## config.mk

```make
export PLATFORM = sky130hd
export DESIGN_NAME = addsub_seq
export DESIGN_NICKNAME = d
export VERILOG_FILES = /design/src/rtl/addsub_pkg.sv /design/src/rtl/addsub_slice.sv /design/src/rtl/addsub_seq.sv
export SDC_FILE = /design/constraint.sdc
export NUM_CORES = 1
export LEC_CHECK = 0
export ABC_AREA = 1
export BUFFER_PORTS_ARGS = -buffer_cell sky130_fd_sc_hd__buf_4
export CAP_MARGIN = 5
export CORE_MARGIN = 2
export CORE_UTILIZATION = 45
export CTS_CLUSTER_SIZE = 10
export DETAILED_ROUTE_END_ITERATION = 10
export PLACE_DENSITY = 0.69
export SLEW_MARGIN = 20
export SYNTH_ARGS = -nofsm -noshare
export SYNTH_HDL_FRONTEND = slang
export SYNTH_SLANG_ARGS = --single-unit
export TNS_END_PERCENT = 50
```

## constraint.sdc

```tcl
create_clock -name clk -period 4.8 [get_ports clk]
set_input_delay 0 -clock clk [delete_from_list [all_inputs] [get_ports clk]]
set_output_delay 0 -clock clk [all_outputs]
set_load 0.05 [all_outputs]
```

## src/rtl/addsub_pkg.sv

```systemverilog
`default_nettype none
// ============================================================================
// Module   : addsub_pkg
// Brief    : Opcode encodings, FSM states and carry-init helper for addsub_seq
// Revision : 1.0
// ============================================================================
package addsub_pkg;

    localparam logic [1:0] OP_ADD = 2'b00;
    localparam logic [1:0] OP_SUB = 2'b01;
    localparam logic [1:0] OP_ADC = 2'b10;
    localparam logic [1:0] OP_SBC = 2'b11;

    typedef enum logic [1:0] {
        ST_IDLE = 2'b00,
        ST_RUN  = 2'b01,
        ST_DONE = 2'b10
    } state_t;

    // ADD starts with carry 0, SUB with 1 (two's complement); ADC/SBC use cin.
    function automatic logic init_carry(input logic [1:0] op, input logic cin);
        return op[1] ? cin : op[0];
    endfunction

endpackage
`default_nettype wire

```

## src/rtl/addsub_slice.sv

```systemverilog
`default_nettype none
// ============================================================================
// Module   : addsub_slice
// Brief    : Combinational SLICE-bit adder on generate/propagate carries;
//            also exposes the carry into the slice MSB for overflow.
// Revision : 1.0
// ============================================================================
module addsub_slice #(
    parameter int SLICE = 8
) (
    input  logic [SLICE-1:0] a,
    input  logic [SLICE-1:0] b,
    input  logic             ci,
    output logic [SLICE-1:0] sum,
    output logic             co,
    output logic             c_msb_in
);

    logic [SLICE-1:0] w_g;
    logic [SLICE-1:0] w_p;
    logic [SLICE:0]   w_c;

    assign w_g = a & b;
    assign w_p = a ^ b;

    always_comb begin
        w_c    = '0;
        w_c[0] = ci;
        for (int i = 0; i < SLICE; i++) begin
            w_c[i+1] = w_g[i] | (w_p[i] & w_c[i]);
        end
    end

    assign sum      = w_p ^ w_c[SLICE-1:0];
    assign co       = w_c[SLICE];
    assign c_msb_in = w_c[SLICE-1];

endmodule
`default_nettype wire

```

## src/rtl/addsub_seq.sv

```systemverilog
`default_nettype none
// ============================================================================
// Module   : addsub_seq
// Brief    : Multi-cycle WIDTH-bit add/subtract, SLICE bits per clock, with
//            valid/ready handshakes and carry/overflow/zero/negative flags.
// Revision : 1.0
// ============================================================================
module addsub_seq
    import addsub_pkg::*;
#(
    parameter int WIDTH = 32,
    parameter int SLICE = 8
) (
    input  logic             clk,
    input  logic             rst,
    input  logic             in_valid,
    output logic             in_ready,
    input  logic [1:0]       op,
    input  logic             cin,
    input  logic [WIDTH-1:0] x,
    input  logic [WIDTH-1:0] y,
    output logic             out_valid,
    input  logic             out_ready,
    output logic [WIDTH-1:0] s,
    output logic             cout,
    output logic             ovf,
    output logic             zero,
    output logic             neg
);

    localparam int NSLICE = WIDTH / SLICE;
    localparam int CNT_W  = (NSLICE > 1) ? $clog2(NSLICE) : 1;
    localparam logic [CNT_W-1:0] C_LAST = CNT_W'(NSLICE - 1);

    generate
        if ((SLICE < 1) || (WIDTH % SLICE != 0)) begin : g_bad_width
            $error("addsub_seq: WIDTH must be a non-zero multiple of SLICE");
        end
    endgenerate

    state_t                        r_state;
    state_t                        w_state_nxt;
    logic [NSLICE-1:0][SLICE-1:0]  r_x;
    logic [NSLICE-1:0][SLICE-1:0]  r_y;
    logic [NSLICE-1:0][SLICE-1:0]  r_s;
    logic [NSLICE-1:0][SLICE-1:0]  w_s_nxt;
    logic                          r_carry;
    logic [CNT_W-1:0]              r_cnt;
    logic                          r_cout;
    logic                          r_ovf;
    logic                          r_zero;
    logic                          r_neg;

    logic                          w_accept;
    logic                          w_run;
    logic                          w_last;
    logic [SLICE-1:0]              w_sum;
    logic                          w_co;
    logic                          w_cmsb;

    addsub_slice #(
        .SLICE (SLICE)
    ) u_slice (
        .a        (r_x[r_cnt]),
        .b        (r_y[r_cnt]),
        .ci       (r_carry),
        .sum      (w_sum),
        .co       (w_co),
        .c_msb_in (w_cmsb)
    );

    assign w_accept = (r_state == ST_IDLE) && in_valid;
    assign w_run    = (r_state == ST_RUN);
    assign w_last   = w_run && (r_cnt == C_LAST);

    always_ff @(posedge clk) begin
        if (rst) begin
            r_state <= ST_IDLE;
        end else begin
            r_state <= w_state_nxt;
        end
    end

    always_comb begin
        w_state_nxt = r_state;
        in_ready    = 1'b0;
        out_valid   = 1'b0;
        case (r_state)
            ST_IDLE: begin
                in_ready = 1'b1;
                if (in_valid) begin
                    w_state_nxt = ST_RUN;
                end
            end
            ST_RUN: begin
                if (w_last) begin
                    w_state_nxt = ST_DONE;
                end
            end
            ST_DONE: begin
                out_valid = 1'b1;
                if (out_ready) begin
                    w_state_nxt = ST_IDLE;
                end
            end
            default: w_state_nxt = ST_IDLE;
        endcase
    end

    // Full result as it will look after this cycle's slice write; used for zero.
    always_comb begin
        w_s_nxt        = r_s;
        w_s_nxt[r_cnt] = w_sum;
    end

    always_ff @(posedge clk) begin
        if (rst) begin
            r_x     <= '0;
            r_y     <= '0;
            r_s     <= '0;
            r_carry <= 1'b0;
            r_cnt   <= '0;
            r_cout  <= 1'b0;
            r_ovf   <= 1'b0;
            r_zero  <= 1'b0;
            r_neg   <= 1'b0;
        end else if (w_accept) begin
            r_x     <= x;
            r_y     <= y ^ {WIDTH{op[0]}};
            r_carry <= init_carry(op, cin);
            r_cnt   <= '0;
        end else if (w_run) begin
            r_s[r_cnt] <= w_sum;
            r_carry    <= w_co;
            r_cnt      <= w_last ? '0 : r_cnt + 1'b1;
            if (w_last) begin
                r_cout <= w_co;
                r_ovf  <= w_cmsb ^ w_co;
                r_zero <= ~|w_s_nxt;
                r_neg  <= w_sum[SLICE-1];
            end
        end
    end

    assign s    = r_s;
    assign cout = r_cout;
    assign ovf  = r_ovf;
    assign zero = r_zero;
    assign neg  = r_neg;

endmodule
`default_nettype wire

```

Word level (Yosys, flattened, before mapping)
Cells that the tools add are included.

storage, ports and cells
  word-level logic and storage cells = 78
  bits in registers = 105
  output and inout port bits = 38
  input bits = 71

operators by class
  add/subtract/negate cells = 1
  reductions and logical operators = 11
  magnitude comparators = 2
  bitwise logic cells = 22
  mux-type cells = 17
  equality and inequality tests = 6

operators by type and width
  operator                                                                              count
  8-bit binary-select mux with 2-bit select                                             2
  32-bit bitwise mux                                                                    1
  32-bit OR reduction                                                                   1
  32-bit XOR                                                                            1
  8-bit 2-to-1 mux                                                                      3
  8-bit demux with 2-bit select                                                         1
  8-bit XOR                                                                             2
  1-bit AND                                                                             8
  8-bit AND                                                                             1
  2-bit 2-to-1 mux                                                                      4
  1-bit OR                                                                              8
  2-bit case mux with 3 select lines                                                    1
  3-bit AND reduction                                                                   2
  1-bit 2-to-1 mux                                                                      5
  2-bit == test (second input constant)                                                 2
  2-bit inequality test (second input constant)                                         2
  1-bit logical AND                                                                     3
  2-bit by 3-bit < comparator with 1-bit output (second input constant)                 1
  2-bit by 1-bit adder with 2-bit output (second input constant)                        1
  2-bit by 1-bit == test with 1-bit output (second input constant)                      1
  2-bit by 1-bit greater-or-equal comparator with 1-bit output (second input constant)  1
  2-bit zero test                                                                       1
  2-bit by 1-bit inequality test with 1-bit output (second input constant)              1
  2-bit AND reduction                                                                   1
  5 further kinds                                                                       5

Longest topological paths before layout
Gate-level depths: netlist of run 1.

  depth in word-level cells = 21
  gate-level depth with buffers = 22

Hierarchy
A second synthesis of run 1 with hierarchy kept.

unflattened totals
  cells, all modules = 703
  area total of the unflattened synthesis = 5235.0 um2

modules (own cells, without submodules)
  module        area an instance (um2)  times used  cells each  seq. area each (um2)
  addsub_seq    5037.3                  1           685         2102.0
  addsub_slice  197.7                   1           18          0.0

Worst setup path before layout of run 1
Ideal clock, no wire load.

  kind = reg-to-reg
  start = register r_cnt[0]
  end = register r_zero, in the netlist zero
  clock period less this slack = 4739 ps
  slack = 61 ps
  stages on the path, launching flop included = 23
  data arrival time = 4621 ps
  path through = dfxtp_1 buf_2 inv_2 clkbuf_1 o21ai_0 o22ai_1 fa_1 fa_1 fa_1 fa_1 fa_1 fa_1 fa_1 inv_1 fa_1 nand2_1 o21ai_1 nand2_1 nor2_1 nand2_1 nor2_1 nand2_1 a21oi_2

between the ends
  cells in the longest elaborated chain, start to end = 21

ends and longest elaborated chain
  item                                                          RTL line                            RTL
  start: declaration                                            addsub_seq.sv:48                    logic [CNT_W-1:0] r_cnt;
  start signal: assignment                                      addsub_seq.sv:135                   r_cnt <= w_last ? '0 : r_cnt + 1'b1;
  8-bit binary-select mux with 2-bit select (on tied branches)  addsub_seq.sv:64, addsub_seq.sv:65
  8-bit 2-to-1 mux (on tied branches)                           addsub_seq.sv:64, addsub_seq.sv:65
  8-bit XOR                                                     addsub_slice.sv:24                  assign w_p = a ^ b;
  1-bit AND                                                     addsub_slice.sv:30                  w_c[i+1] = w_g[i] | (w_p[i] & w_c[i]);
  1-bit OR                                                      addsub_slice.sv:30
  1-bit AND                                                     addsub_slice.sv:30
  1-bit OR                                                      addsub_slice.sv:30
  1-bit AND                                                     addsub_slice.sv:30
  (+5 left out)                                                 -
  1-bit AND                                                     addsub_slice.sv:30
  1-bit OR                                                      addsub_slice.sv:30
  1-bit AND                                                     addsub_slice.sv:30
  1-bit OR                                                      addsub_slice.sv:30
  8-bit XOR                                                     addsub_slice.sv:34                  assign sum = w_p ^ w_c[SLICE-1:0];
  32-bit bitwise mux                                            addsub_seq.sv:113                   w_s_nxt[r_cnt] = w_sum;
  32-bit OR reduction                                           addsub_seq.sv:139                   r_zero <= ~|w_s_nxt;
  1-bit zero test                                               addsub_seq.sv:139
  end signal: assignment                                        addsub_seq.sv:139
  end: declaration                                              addsub_seq.sv:51                    logic r_zero;

Parallel ways exist; a longest one is shown, timed or not. The select of a mux whose other input is x is not followed.
A chain may end at the register's enable or synchronous reset.

Worst setup path after layout of run 1
  start = register r_cnt[1]
  end = register r_zero, in the netlist zero

The elaborated chain is that of the path after synthesis.

==> impl_metrics.json, run 1 <==
{
  "status": "complete, no violations",
  "place_area_um2": 5893,
  "cap_violations": 0,
  "post_drt_wl_per_cell_um": 14.17,
  "dr_total_vias": 5037,
  "slew_viol_final": 0,
  "fin_nets": 915,
  "grtUsageTotal_pct": 23.63,
  "rsz0062_at_grt": "no",
  "syn2layout_area_growth_pct": 35.98,
  "path_buf_inv": 2,
  "power_density_nw_per_um2": 337.3,
  "cp_slowest_cell": "fa_2",
  "path_cells": "inv_1, o21ai_1, o22ai_1, fa_1, fa_2, fa_1, fa_1, fa_2, fa_2, fa_2, inv_1, fa_2, nand2_1, o21ai_1, nand2_1, nor2_1, nand2_1, nor2_1, nand2_1, a21oi_2",
  "n_antenna_cell": 0,
  "syn-cell-area_um2": 5066,
  "yosys_warnings": 0,
  "fin_area_um2": 6889,
  "netlist_instances": 681,
  "place_ws_ps": -50.95,
  "ys.flop_type": "dfxtp_1",
  "die_w_um": 110.1,
  "synth-edff-count": 0,
  "tightest_slew_ps": 716.5,
  "cpMostUsedCell": "fa_2",
  "cts-root-buf": "clkbuf_16",
  "p_leak_nw": 3.018,
  "drc": 0,
  "wirelength_um": 13850,
  "slew_headroom_pct": 52.17,
  "required_ps": 5040,
  "hold_path_class": "in2reg",
  "dpl.hpwl_um": 9615,
  "firstDrtPassIters": 5,
  "cts_max_path_buffers": 2,
  "worstRegToRegCells": 20,
  "ios": 109,
  "timing.rr.start": "r_cnt[1]$_SDFFE_PP0P_",
  "hold_viol_final": 0,
  "fp.dieH_um": 110.1,
  "numCtsBuffers": 9,
  "max_stage_delay_ps": 470,
  "clock_latency_ps": 350,
  "r2r_slack_ps": 260,
  "cp_max_fo": 7,
  "netlist_top_cells_count": "114 x nor2_1, 107 x nand2_1, 105 x dfxtp_1, 68 x o21ai_0, 51 x o21ai_1",
  "start_kind": "flip-flop",
  "fillCellCount": 963,
  "synth.ff_latch_count": 105,
  "cp.arrival_ps": 4780,
  "finalWorstSetupSlack_ps": 259.7,
  "gp_congestion": 0.8757,
  "numClockSinks": 105,
  "start_util_pct": 46.33,
  "clkTransAtPathRegs_ps": 70,
  "rr_endpoint": "zero$_SDFFE_PP0P_",
  "via_per_inst": 5.156,
  "yosysSeqAreaShare_pct": 41.49,
  "endpoint": "zero$_SDFFE_PP0P_",
  "path_depth": 20,
  "dieArea_um2": 12120,
  "post-route-period-util_pct": 94.59,
  "async_reset_ff_share_pct": 0,
  "synth_area_leader_cell": "dfxtp_1",
  "synthTopCellsByArea": "dfxtp_1 41%, nor2_1 8.4%, nand2_1 7.9%, o21ai_0 6.7%, xnor2_1 5.5%",
  "grt_pass1_wl_um": 22240,
  "grt_overflow": 0,
  "cp-end-kind": "flip-flop",
  "finalClockSkew_ps": 10.62,
  "drt_iter0_markers": 416,
  "synth_top_area_share_pct": 41.49,
  "drive_gt1_share_pct": 19.59,
  "max-vdd-ir-drop_mv": 0.2246,
  "critPathKind": "reg2reg",
  "cts_max_level": 3,
  "ant_nets": 0,
  "max_freq_mhz": 220.3,
  "grt_max_degree": 66,
  "startpoint": "r_cnt[1]$_SDFFE_PP0P_",
  "num_rows": 38,
  "finalSetupViolCount": 0,
  "fin_crit_ps": 4540,
  "mappedNetlistNets": 764,
  "synth_cell_types": 35,
  "synth.most_common_cell": "nor2_1",
  "grt_pass1_vias": 4743,
  "syn_area_per_cell_um2": 7.439,
  "design.core.area_um2": 10940,
  "tritoncts": "yes",
  "critPathTopFamily": "adder cells",
  "portBuffers": 108,
  "antenna_found_initial": 0
}
## layer usage
| metal | wire length, µm | vias up | global-route usage, % |
|---|---|---|---|
| met1 | 5800 | 2297 | 29.81 |
| li1 | - | 2533 | - |
| met2 | 6927 | 177 | 40.80 |
| met4 | 345 | 0 | 8.125 |
| met5 | 0 | - | 0 |
| met3 | 773 | 30 | 4.056 |
## per-stage QoR
step / cells / util (%) / power, mW / hold WS (ps) / setup TNS, ps
6_report: 977 / 63.00 / 2.323 / 59.00 / 0
5_1_grt: 977 / 63.00 / 2.443 / 113.0 / 0
4_1_cts: 977 / 62.70 / 2.322 / 60.22 / 0
3_5_place_dp: 895 / 53.89 / 1.546 / 241.5 / -50.95
3_3_place_gp: 895 / 53.89 / 1.534 / 242.1 / 0
2_1_floorplan: 681 / - / 1.372 / 146.6 / 0
## kinds of logic (layout without fill, tap and decap cells)
kind of cell	count (synthesis)	in the layout	synth area share, %
AND/OR/NAND/NOR	260	260	20.67
AO/OA/AOI/OAI	181	181	19.54
flip-flops	105	105	41.49
buffers and inverters	89	245	8.249
XOR/XNOR	33	33	5.705
adder cells (fa/ha/maj)	12	12	4.149
multiplexers	1	1	0.1976
## power breakdown
group	leakage, nW	internal [mW]	switching (mW)	total, mW
combinational	2.01	0.235	0.359	0.594
sequential	0.865	0.938	0.0489	0.987
clock	0.142	0.408	0.334	0.742
## registers in the layout, summed over array words and instances (netlist names)
| signal | flops |
|---|---|
| r_state | 2 |
| ovf | 1 |
| r_cnt | 2 |
| s | 32 |
| r_carry | 1 |
| neg | 1 |
| r_x | 32 |
| cout | 1 |
| zero | 1 |
| r_y | 32 |
## cells in the final DEF (no fill, tap or decap), types with 8 or more instances in the layout
cell type      instances
buf_4                120
inv_1                 35
o21ai_0               65
xnor2_1               32
nand3_1               31
dfxtp_1              104
dlygate4sd3_1         66
o21ai_1               53
clkbuf_16              9
nor2_1               112
o22ai_1               15
o211a_1                8
a21oi_1               32
nand2_1              107
## worst min-delay path, cell delays in order
cell	delay (ps)
buf_4	80
mux2i_1	80
a211oi_1	190
## worst min path at each step
stage,from,endpoint,slack (ps),cells past startpoint
3_5_place_dp,x[11],r_x[11]$_SDFFE_PP0P_,240,3
5_1_grt,cin,r_carry$_SDFFE_PP0P_,110,3
3_3_place_gp,x[12],r_x[12]$_SDFFE_PP0P_,240,3
2_1_floorplan,x[10],r_x[10]$_SDFFE_PP0P_,150,2
4_1_cts,cin,r_carry$_SDFFE_PP0P_,60,3
6_report,cin,r_carry$_SDFFE_PP0P_,60,3
## timing repair
action,in CTS,in global routing
setup endpoints to repair,1,6
gates resized for setup,1,14
setup buffers,0,0
hold endpoints to repair,72,0
hold buffers,66,0
pin swaps,0,1
## final cells by class
type	instances	area [µm²]	share of cell area, %
clock buffer	9	225.2	3.269
tap	140	175.2	2.543
sequential	105	2106	30.57
multi-input combinational	487	2574	37.36
timing repair buffer	186	1562	22.67
clock inverter	7	76.32	1.108
inverter	43	171.4	2.488
(Power assumes the default switching activity.)
==> run 2: changes to the inputs <==
- CORE_UTILIZATION: 45 -> 55
- PLACE_DENSITY: 0.69 -> 0.78
- clock period: 4.8 -> 4.81 ns (I/O delays scaled with it)
==> run 2 against run 1 <==
Sequential share of layout area is 0.79 points higher. Core utilization is 11 points higher. Sequential cell count stayed put. Fmax is 1.7% lower. Clock-buffer cell count stayed put. Global-route usage is 4.8 points higher. Combinational power is 1% higher. Non-clock buffer count is 2 lower. First-iteration DRC count is 46% lower. Via count is 0.93% higher. Clock power is 24% lower. Power is 7.7% lower. Largest power group unchanged.
==> impl_metrics.json, run 2 (synthesized netlist as in run 1, its figures left out) <==
{
  "regArea_um2": 2106,
  "drt_iter0_markers": 226,
  "start_kind": "flip-flop",
  "antenna_found_initial": 0,
  "die_w_um": 99.98,
  "dr_total_vias": 5084,
  "path_cells": "inv_2, o21ai_1, o22ai_1, fa_2, fa_1, fa_1, fa_1, fa_1, fa_1, fa_2, inv_1, fa_1, nand2_1, o21ai_1, nand2_1, nor2_1, nand2_1, nor2_1, nand2_1, a21oi_2",
  "dieArea_um2": 9995,
  "slew_viol_final": 0,
  "slew_headroom_pct": 50.40,
  "post_drt_wl_per_cell_um": 14.83,
  "numClockSinks": 105,
  "critPathTopFamily": "adder cells",
  "finalWorstSetupSlack_ps": 192.1,
  "tightest_slew_ps": 742.9,
  "firstDrtPassIters": 5,
  "cp-end-kind": "flip-flop",
  "cts-root-buf": "clkbuf_8",
  "timing.rr.start": "r_cnt[0]$_SDFFE_PP0P_",
  "multi_input_area_um2": 2551,
  "drive_gt1_share_pct": 18.56,
  "drc": 0,
  "total_power_mw": 2.144,
  "syn2layout_area_growth_pct": 32.55,
  "rr_endpoint": "zero$_SDFFE_PP0P_",
  "hold_viol_final": 0,
  "fin_nets": 913,
  "gp_congestion": 0.8922,
  "clock_latency_ps": 380,
  "worstRegToRegCells": 20,
  "ant_nets": 0,
  "endpoint": "zero$_SDFFE_PP0P_",
  "max-vdd-ir-drop_mv": 0.2099,
  "path_depth": 20,
  "cp_slowest_cell": "fa_1",
  "fin_crit_ps": 4618,
  "start_util_pct": 55.89,
  "place_area_um2": 5842,
  "critPathKind": "reg2reg",
  "fin_util_pct": 74.08,
  "finalClockSkew_ps": 10.68,
  "cpMostUsedCell": "fa_1",
  "power_density_nw_per_um2": 319.3,
  "rsz0062_at_grt": "no",
  "final_cell_mix": "118 x buf_4, 114 x nor2_1, 107 x nand2_1",
  "cp.arrival_ps": 4890,
  "fin_area_um2": 6715,
  "wirelength_um": 14030,
  "p_leak_nw": 2.965,
  "worst_hold_slack_ps": 44.14,
  "hold_path_class": "in2reg",
  "n_antenna_cell": 0,
  "grtUsageTotal_pct": 28.43,
  "status": "complete, no violations",
  "place_ws_ps": -33.26,
  "via_per_inst": 5.374,
  "final_common_cell": "buf_4",
  "path_buf_inv": 2,
  "grt_pass1_wl_um": 22580,
  "num_rows": 35,
  "cts_max_level": 3,
  "fp.dieH_um": 99.98,
  "post_cts_buffers": 0,
  "cp_max_fo": 7,
  "r2r_slack_ps": 190,
  "finalSetupViolCount": 0,
  "grt_pass1_vias": 4844,
  "numCtsBuffers": 9,
  "fillCellCount": 701,
  "tritoncts": "yes",
  "grt_max_degree": 67,
  "max_freq_mhz": 216.5,
  "design.core.area_um2": 9065,
  "ios": 109,
  "required_ps": 5080,
  "clkTransAtPathRegs_ps": 90,
  "portBuffers": 108,
  "max_stage_delay_ps": 440,
  "grt_overflow": 0,
  "cts_max_path_buffers": 2,
  "startpoint": "r_cnt[0]$_SDFFE_PP0P_",
  "cap_violations": 0,
  "dpl.hpwl_um": 9178,
  "post-route-period-util_pct": 96.01
}
-- run 2: changes by cell type in the layout (fill, tap and decap cells not counted), sizes merged --
cell,change
buf,-2
inv,-1
clkinvlp,-1
clkinv,+2
-- run 2: cell type report --
| cell class | instances | area share (%) |
|---|---|---|
| Multi-Input combinational cell | 487 | 37.99 |
| Tap cell | 111 | 2.068 |
| Timing Repair Buffer | 184 | 23.03 |
| Clock inverter | 7 | 1.192 |
| Inverter | 43 | 2.515 |
| Clock buffer | 9 | 1.845 |
| Sequential cell | 105 | 31.36 |
-- run 2: worst reg2reg max path, delay by kind of cell (launching register included) --
family,cells,cell delay [ps]
adder cells (fa/ha/maj),8,3160
AO/OA/AOI/OAI,4,420
flip-flops,1,390
AND/OR/NAND/NOR,6,380
buffers and inverters,2,160
-- run 2: report_power, final --
part	internal [mW]	switching, mW	total [mW]	leakage [nW]
registers	0.936	0.0446	0.981	0.865
clock network	0.246	0.317	0.563	0.101
logic	0.232	0.368	0.600	2.00
-- run 2: worst min-delay path by stage --
| stage | to | cells past startpoint | start | slack [ps] |
|---|---|---|---|---|
| 2_1_floorplan | r_x[10]$_SDFFE_PP0P_ | 2 | x[10] | 150 |
| 3_3_place_gp | r_x[18]$_SDFFE_PP0P_ | 3 | x[18] | 230 |
| 3_5_place_dp | zero$_SDFFE_PP0P_ | 2 | rst | 250 |
| 4_1_cts | r_carry$_SDFFE_PP0P_ | 3 | cin | 60 |
| 5_1_grt | r_carry$_SDFFE_PP0P_ | 3 | cin | 70 |
| 6_report | r_carry$_SDFFE_PP0P_ | 3 | cin | 40 |
-- run 2: repair_timing --
item	CTS	global route
hold buffers	66	0
hold endpoints to repair	72	0
pin swaps	0	1
setup endpoints to repair	1	1
resized for setup	1	6
-- run 2: metrics by stage --
stage | setup TNS [ps] | instances
after CTS | 0 | 946
after floorplan | 0 | 681
final | 0 | 946
after global routing | 0 | 946
after global placement | 0 | 864
after detailed placement | -33.26 | 864
-- run 2: layer usage --
layer	routed length, µm	global-route usage [%]
met1	5832	34.22
met2	7147	50.83
met3	657	4.735
met4	394	10.96
met5	0	0
